<file path="config.mk">
export PLATFORM = sky130hd
export DESIGN_NAME = mem_stage_sram_ctrl_flat
export DESIGN_NICKNAME = d
export VERILOG_FILES = /design/src/rtl/mem_stage_sram_ctrl_if.sv /design/src/rtl/mem_stage_sram_ctrl.sv /design/src/flat_wrapper.sv
export SDC_FILE = /design/constraint.sdc
export NUM_CORES = 1
export LEC_CHECK = 0
export ABC_AREA = 0
export CORE_UTILIZATION = 46
export CTS_BUF_LIST = sky130_fd_sc_hd__clkbuf_16
export DETAILED_ROUTE_END_ITERATION = 16
export GPL_TIMING_DRIVEN = 0
export PLACE_DENSITY = 0.9
export SYNTH_ARGS = -nofsm -noshare
export SYNTH_HDL_FRONTEND = slang
export SYNTH_SLANG_ARGS = --single-unit
</file>
<file path="constraint.sdc">
create_clock -name clk -period 5.8 [get_ports clk]
set_clock_uncertainty 0.2 [all_clocks]
set_input_delay 1.45 -clock clk [delete_from_list [all_inputs] [get_ports clk]]
set_output_delay 1.45 -clock clk [all_outputs]
set_load 0.05 [all_outputs]
</file>
<file path="src/rtl/mem_stage_sram_ctrl_if.sv">
// Interface between the MEM stage, the SRAM controller and the external 16-bit SRAM.
// The master side is the pipeline plus the SRAM pins. The slave side is the controller.
interface mem_stage_sram_ctrl_if #(
    parameter int unsigned SRAM_AW = 18
);
    logic               mem_read;
    logic               mem_write;
    logic [31:0]        addr;
    logic [31:0]        wdata;
    logic [31:0]        rdata;
    logic               ready;
    logic [SRAM_AW-1:0] sram_addr;
    logic [15:0]        sram_dq_out;
    logic               sram_dq_oe;
    logic [15:0]        sram_dq_in;
    logic               sram_we_n;
    logic               sram_oe_n;

    modport master (
        output mem_read, mem_write, addr, wdata, sram_dq_in,
        input  rdata, ready, sram_addr, sram_dq_out, sram_dq_oe, sram_we_n, sram_oe_n
    );

    modport slave (
        input  mem_read, mem_write, addr, wdata, sram_dq_in,
        output rdata, ready, sram_addr, sram_dq_out, sram_dq_oe, sram_we_n, sram_oe_n
    );
endinterface

</file>
<file path="src/rtl/mem_stage_sram_ctrl.sv">
// MEM-stage data-memory controller. Each 32-bit word access is split into two
// half-word phases on a 16-bit asynchronous SRAM, and the pipeline is stalled until the access completes.
module mem_stage_sram_ctrl #(
    parameter int unsigned BASE_ADDR    = 1024,
    parameter int unsigned PHASE_CYCLES = 2,
    parameter int unsigned SRAM_AW      = 18
) (
    input  logic                    clk,
    input  logic                    rst,
    mem_stage_sram_ctrl_if.slave    bus
);
    localparam int unsigned CW = (PHASE_CYCLES > 1) ? $clog2(PHASE_CYCLES) : 1;
    localparam logic [CW-1:0] LAST = CW'(PHASE_CYCLES - 1);

    typedef enum logic [1:0] {IDLE, LO, HI, DONE} state_t;

    state_t             state, state_next;
    logic [CW-1:0]      cnt;
    logic [SRAM_AW-2:0] widx_q;
    logic [31:0]        wdata_q;
    logic               write_q;
    logic [31:0]        rdata_q;
    logic [31:0]        off;
    logic               req;
    logic               phase_end;
    logic               capture_lo;
    logic               capture_hi;
    logic               unused_off_bits;

    assign req             = bus.mem_read | bus.mem_write;
    assign off             = bus.addr - 32'(BASE_ADDR);
    assign unused_off_bits = ^{off[31:SRAM_AW+1], off[1:0]};
    assign phase_end       = (cnt == LAST);
    assign bus.rdata       = rdata_q;

    always_ff @(posedge clk or posedge rst) begin
        if (rst) begin
            state   <= IDLE;
            cnt     <= '0;
            widx_q  <= '0;
            wdata_q <= '0;
            write_q <= 1'b0;
            rdata_q <= '0;
        end else begin
            state <= state_next;
            if (state == IDLE) begin
                cnt <= '0;
                if (req) begin
                    widx_q  <= off[SRAM_AW:2];
                    wdata_q <= bus.wdata;
                    // A simultaneous read and write request is performed as a write.
                    write_q <= bus.mem_write;
                end
            end else if (phase_end || state == DONE) begin
                cnt <= '0;
            end else begin
                cnt <= cnt + 1'b1;
            end
            if (capture_lo) rdata_q[15:0]  <= bus.sram_dq_in;
            if (capture_hi) rdata_q[31:16] <= bus.sram_dq_in;
        end
    end

    // The strobes are decoded from state alone, so an asynchronous reset releases them immediately.
    always_comb begin
        state_next      = state;
        bus.ready       = 1'b0;
        bus.sram_addr   = '0;
        bus.sram_dq_out = '0;
        bus.sram_dq_oe  = 1'b0;
        bus.sram_we_n   = 1'b1;
        bus.sram_oe_n   = 1'b1;
        capture_lo      = 1'b0;
        capture_hi      = 1'b0;
        case (state)
            IDLE: begin
                bus.ready = ~req;
                if (req) state_next = LO;
            end
            LO: begin
                bus.sram_addr = {widx_q, 1'b0};
                if (write_q) begin
                    bus.sram_dq_oe  = 1'b1;
                    bus.sram_we_n   = 1'b0;
                    bus.sram_dq_out = wdata_q[15:0];
                end else begin
                    bus.sram_oe_n = 1'b0;
                    capture_lo    = phase_end;
                end
                if (phase_end) state_next = HI;
            end
            HI: begin
                bus.sram_addr = {widx_q, 1'b1};
                if (write_q) begin
                    bus.sram_dq_oe  = 1'b1;
                    bus.sram_we_n   = 1'b0;
                    bus.sram_dq_out = wdata_q[31:16];
                end else begin
                    bus.sram_oe_n = 1'b0;
                    capture_hi    = phase_end;
                end
                if (phase_end) state_next = DONE;
            end
            DONE: begin
                bus.ready  = 1'b1;
                state_next = IDLE;
            end
            default: state_next = IDLE;
        endcase
    end
endmodule
</file>
<file path="src/flat_wrapper.sv">
// flat-port wrapper written by rule: the top's interface ports become plain ports
module mem_stage_sram_ctrl_flat 
#(
    parameter int unsigned BASE_ADDR    = 1024,
    parameter int unsigned PHASE_CYCLES = 2,
    parameter int unsigned SRAM_AW      = 18
)
  (clk, rst, bus_mem_read, bus_mem_write, bus_addr, bus_wdata, bus_sram_dq_in, bus_rdata, bus_ready, bus_sram_addr, bus_sram_dq_out, bus_sram_dq_oe, bus_sram_we_n, bus_sram_oe_n);
  mem_stage_sram_ctrl_if #(.SRAM_AW(SRAM_AW)) bus_i ();
  input  logic clk;
  input  logic rst;
  input wire logic [$bits(bus_i.mem_read)-1:0] bus_mem_read;
  input wire logic [$bits(bus_i.mem_write)-1:0] bus_mem_write;
  input wire logic [$bits(bus_i.addr)-1:0] bus_addr;
  input wire logic [$bits(bus_i.wdata)-1:0] bus_wdata;
  input wire logic [$bits(bus_i.sram_dq_in)-1:0] bus_sram_dq_in;
  output wire logic [$bits(bus_i.rdata)-1:0] bus_rdata;
  output wire logic [$bits(bus_i.ready)-1:0] bus_ready;
  output wire logic [$bits(bus_i.sram_addr)-1:0] bus_sram_addr;
  output wire logic [$bits(bus_i.sram_dq_out)-1:0] bus_sram_dq_out;
  output wire logic [$bits(bus_i.sram_dq_oe)-1:0] bus_sram_dq_oe;
  output wire logic [$bits(bus_i.sram_we_n)-1:0] bus_sram_we_n;
  output wire logic [$bits(bus_i.sram_oe_n)-1:0] bus_sram_oe_n;
  assign bus_i.mem_read = bus_mem_read;
  assign bus_i.mem_write = bus_mem_write;
  assign bus_i.addr = bus_addr;
  assign bus_i.wdata = bus_wdata;
  assign bus_i.sram_dq_in = bus_sram_dq_in;
  assign bus_rdata = bus_i.rdata;
  assign bus_ready = bus_i.ready;
  assign bus_sram_addr = bus_i.sram_addr;
  assign bus_sram_dq_out = bus_i.sram_dq_out;
  assign bus_sram_dq_oe = bus_i.sram_dq_oe;
  assign bus_sram_we_n = bus_i.sram_we_n;
  assign bus_sram_oe_n = bus_i.sram_oe_n;
  mem_stage_sram_ctrl #(.BASE_ADDR(BASE_ADDR), .PHASE_CYCLES(PHASE_CYCLES), .SRAM_AW(SRAM_AW)) u_core (.clk(clk), .rst(rst), .bus(bus_i));
endmodule
</file>
==> out/metrics.cfg, run 1 <==
[run_status]
status=finished clean

[grt]
grt_util_met2=0.396
grt_use_met3=0.0415
first_global_vias=3108
grt_max_degree=59
grt_util_met1=0.301
grt_usage=0.235
antenna_found_initial=0
top_usage_layer=met2
gr-total-overflow=0
grt_pass1_wl_mm=15.2

[logic_synthesis]
synth_warnings=0
synth_edf_count=0
yosysTopAreaCell=dfrtp_1
synthesis.area_um2=3710
synth_top_area_share=0.573
syn_avg_cell_area_um2=9.98
synthesis.nets=462
netlist_instances=372
netlist_top_cells_area=dfrtp_1 57%, nand2_1 13%, mux2_2 10%
synthArstFlopShare=1.00
synth-seq-cells=85
synth.distinct_cells=30
synth-seq-area-share=0.573
synth_ff_type=dfrtp_1

[clocking]
cts_tree=yes
clock_sinks=85
h-tree-depth=3
numCtsBuffers=9
postCtsSetupBuffers=0
clk_latency_ps=330
postCtsHoldBufs=0
clock_path_buffers=2
clk_pin_slew_worst_paths_ps=60
cts_resized=0
clockRootBuffer=clkbuf_16

[floorplanning]
io_pins=154
core_area_um2=7770
start_util=0.478
die-height_um=91.9
die_w_um=91.9
num_rows=32
dieArea_um2=8440

[drt]
drcViolationCount=0
drtPass1Iterations=4
drt_iter0_drc=90
antenna_left=0
via_per_inst=5.09
drt_wl_total_mm=9.54
vias=3199
wire_per_inst_um=15.2

[timing]
worst_slack_ps=863
period_needed_ps=4940
post-route-period-util=0.851
fin_tns_setup_ps=0
holdWs_ps=266
hold_viol_final=0
max_freq_mhz=203
tightest_slew_ps=593
finalSetupViolCount=0
slew_violations=0
rsz0062_at_grt=no
slew_headroom=0.600

[setup_path]
r2r_end=u_core.bus.rdata[8]
crit_required_ps=4150
cpMostUsedCell=clkbuf_1
critPathSlowestCell=clkdlybuf4s50_1
crit_path_max_fanout=10
crit_chain=inv_1 -> ha_1 -> clkbuf_1 -> nor2_1 -> nor2b_1 -> clkbuf_1 -> and2_1 -> clkdlybuf4s50_1
r2r-start=u_core.state[1]
cp_top_family=buffers and inverters
reg2regPathDepth=6
cp_num_buf_inv=4
worstPathArrival_ps=3290
cp-start-kind=flop
max_stage_delay_ps=800
rrSetupSlack_ps=3520
crit_path_end_kind=output port
worstSetupPathType=flop to output port

[finish]
drive_above_1_share=0.110
diodes=0
area_delta_synth_final_pct=49.5
nets=612

[placed_design]
port_buffers=138
place_hpwl_mm=7.12
place.gp.congestion=0.848
post-place-ws_ps=1080

[min_path]
holdCritStartpoint=u_core.widx_q[6]
worst_hold_path.endpoint=u_core.widx_q[6]
holdPathStages=2
hp-class=flop to flop

[power]
leakagePower_nw=2.47
totalPowerFinal_mw=3.72
peakVddDrop_uv=274
power.density_nw_per_um2=671

[flow_run]
drv_cap=0

-- Yosys cell counts, drive strengths merged, types with 2 or more instances --
master and n:
dfrtp 85, clkbuf 12, a22oi 16, or4 4, ha 6, nand2b 3
nor2b 2, or3 3, and2 17, nor2 25, inv 6, o21ai 5
a31oi 5, mux2 33, nand2 131, buf 7, o31ai 2
-- routing by layer --
layer	wire length, um	vias up
met1	4040	1556
met4	132	0
met2	4890	105
met5	0	-
li1	-	1528
met3	479	10
-- flip-flops by register name (all words and copies together) (netlist names) --
register	count
u_core.bus.rdata	32
u_core.wdata_q	32
u_core.widx_q	17
u_core.state	2
u_core.cnt	1
u_core.write_q	1
-- cells by family after synthesis --
group / synth area share
AO/OA/AOI/OAI: 0.0593
XOR/XNOR: 0.00236
adder cells (fa/ha/maj): 0.0202
buffers and inverters: 0.0270
flip-flops: 0.573
multiplexers: 0.103
AND/OR/NAND/NOR: 0.216
-- layout make-up --
class / count / area [um^2]
flip-flops and latches: 85 / 2130
clock inverters: 7 / 73.8
multi-input cells: 262 / 1490
plain buffers: 19 / 77.6
inverters: 6 / 25.0
clock buffers: 9 / 225
well taps: 102 / 128
repair buffers: 139 / 1410
fillers: 574 / 2220
-- cell usage in the layout, fill, tap and decap left out, drive strengths merged, types with 3 or more instances in the layout --
master / instances
dfrtp: 85
o21ai: 5
or3: 3
buf: 8
a22oi: 16
clkbuf: 21
clkinvlp: 3
clkdlybuf4s50: 138
nand2: 131
nand2b: 3
inv: 7
nor2: 25
mux2: 33
ha: 6
and2: 17
a31oi: 5
or4: 4
-- through the flow --
step	instances	utilization	cell area, um^2
after floorplan	372	-	3710
after global placement	612	0.672	5220
after detailed placement	613	0.676	5250
after CTS	629	0.715	5550
after global routing	629	0.715	5550
final	629	0.715	5550
-- worst max path at each step --
stage	startpoint	endpoint	slack, ps	cells past startpoint
5_1_grt	u_core.state[1]	bus_sram_addr[10]	610	8
6_report	u_core.state[1]	bus_sram_addr[10]	860	8
2_1_floorplan	bus_mem_write	bus_ready	1860	3
3_5_place_dp	bus_mem_write	bus_ready	1080	5
3_3_place_gp	rst	u_core.wdata_q[25]	770	2
4_1_cts	u_core.state[1]	bus_sram_addr[13]	820	8
-- power by group --
part	leakage (nW)	switching, mW	internal, mW
clock	0.136	0.229	0.334
combinational	1.32	1.37	0.737
sequential	1.02	0.165	0.893
total	2.47	1.76	1.96
-- worst register-to-register path: cells and delay by family, from the launching register on --
| family | cells | cell delay [ps] |
|---|---|---|
| flops | 1 | 410 |
| simple gates | 1 | 320 |
| buf+inv | 3 | 770 |
| mux | 1 | 300 |
| fa+ha+maj | 1 | 170 |
(Power assumes the default switching activity.)
==> run 2, diff against run 1 <==
- CAP_MARGIN: unset -> 20
==> results of run 2 <==
The final DEF is identical to that of run 1; final timing and power are the same.
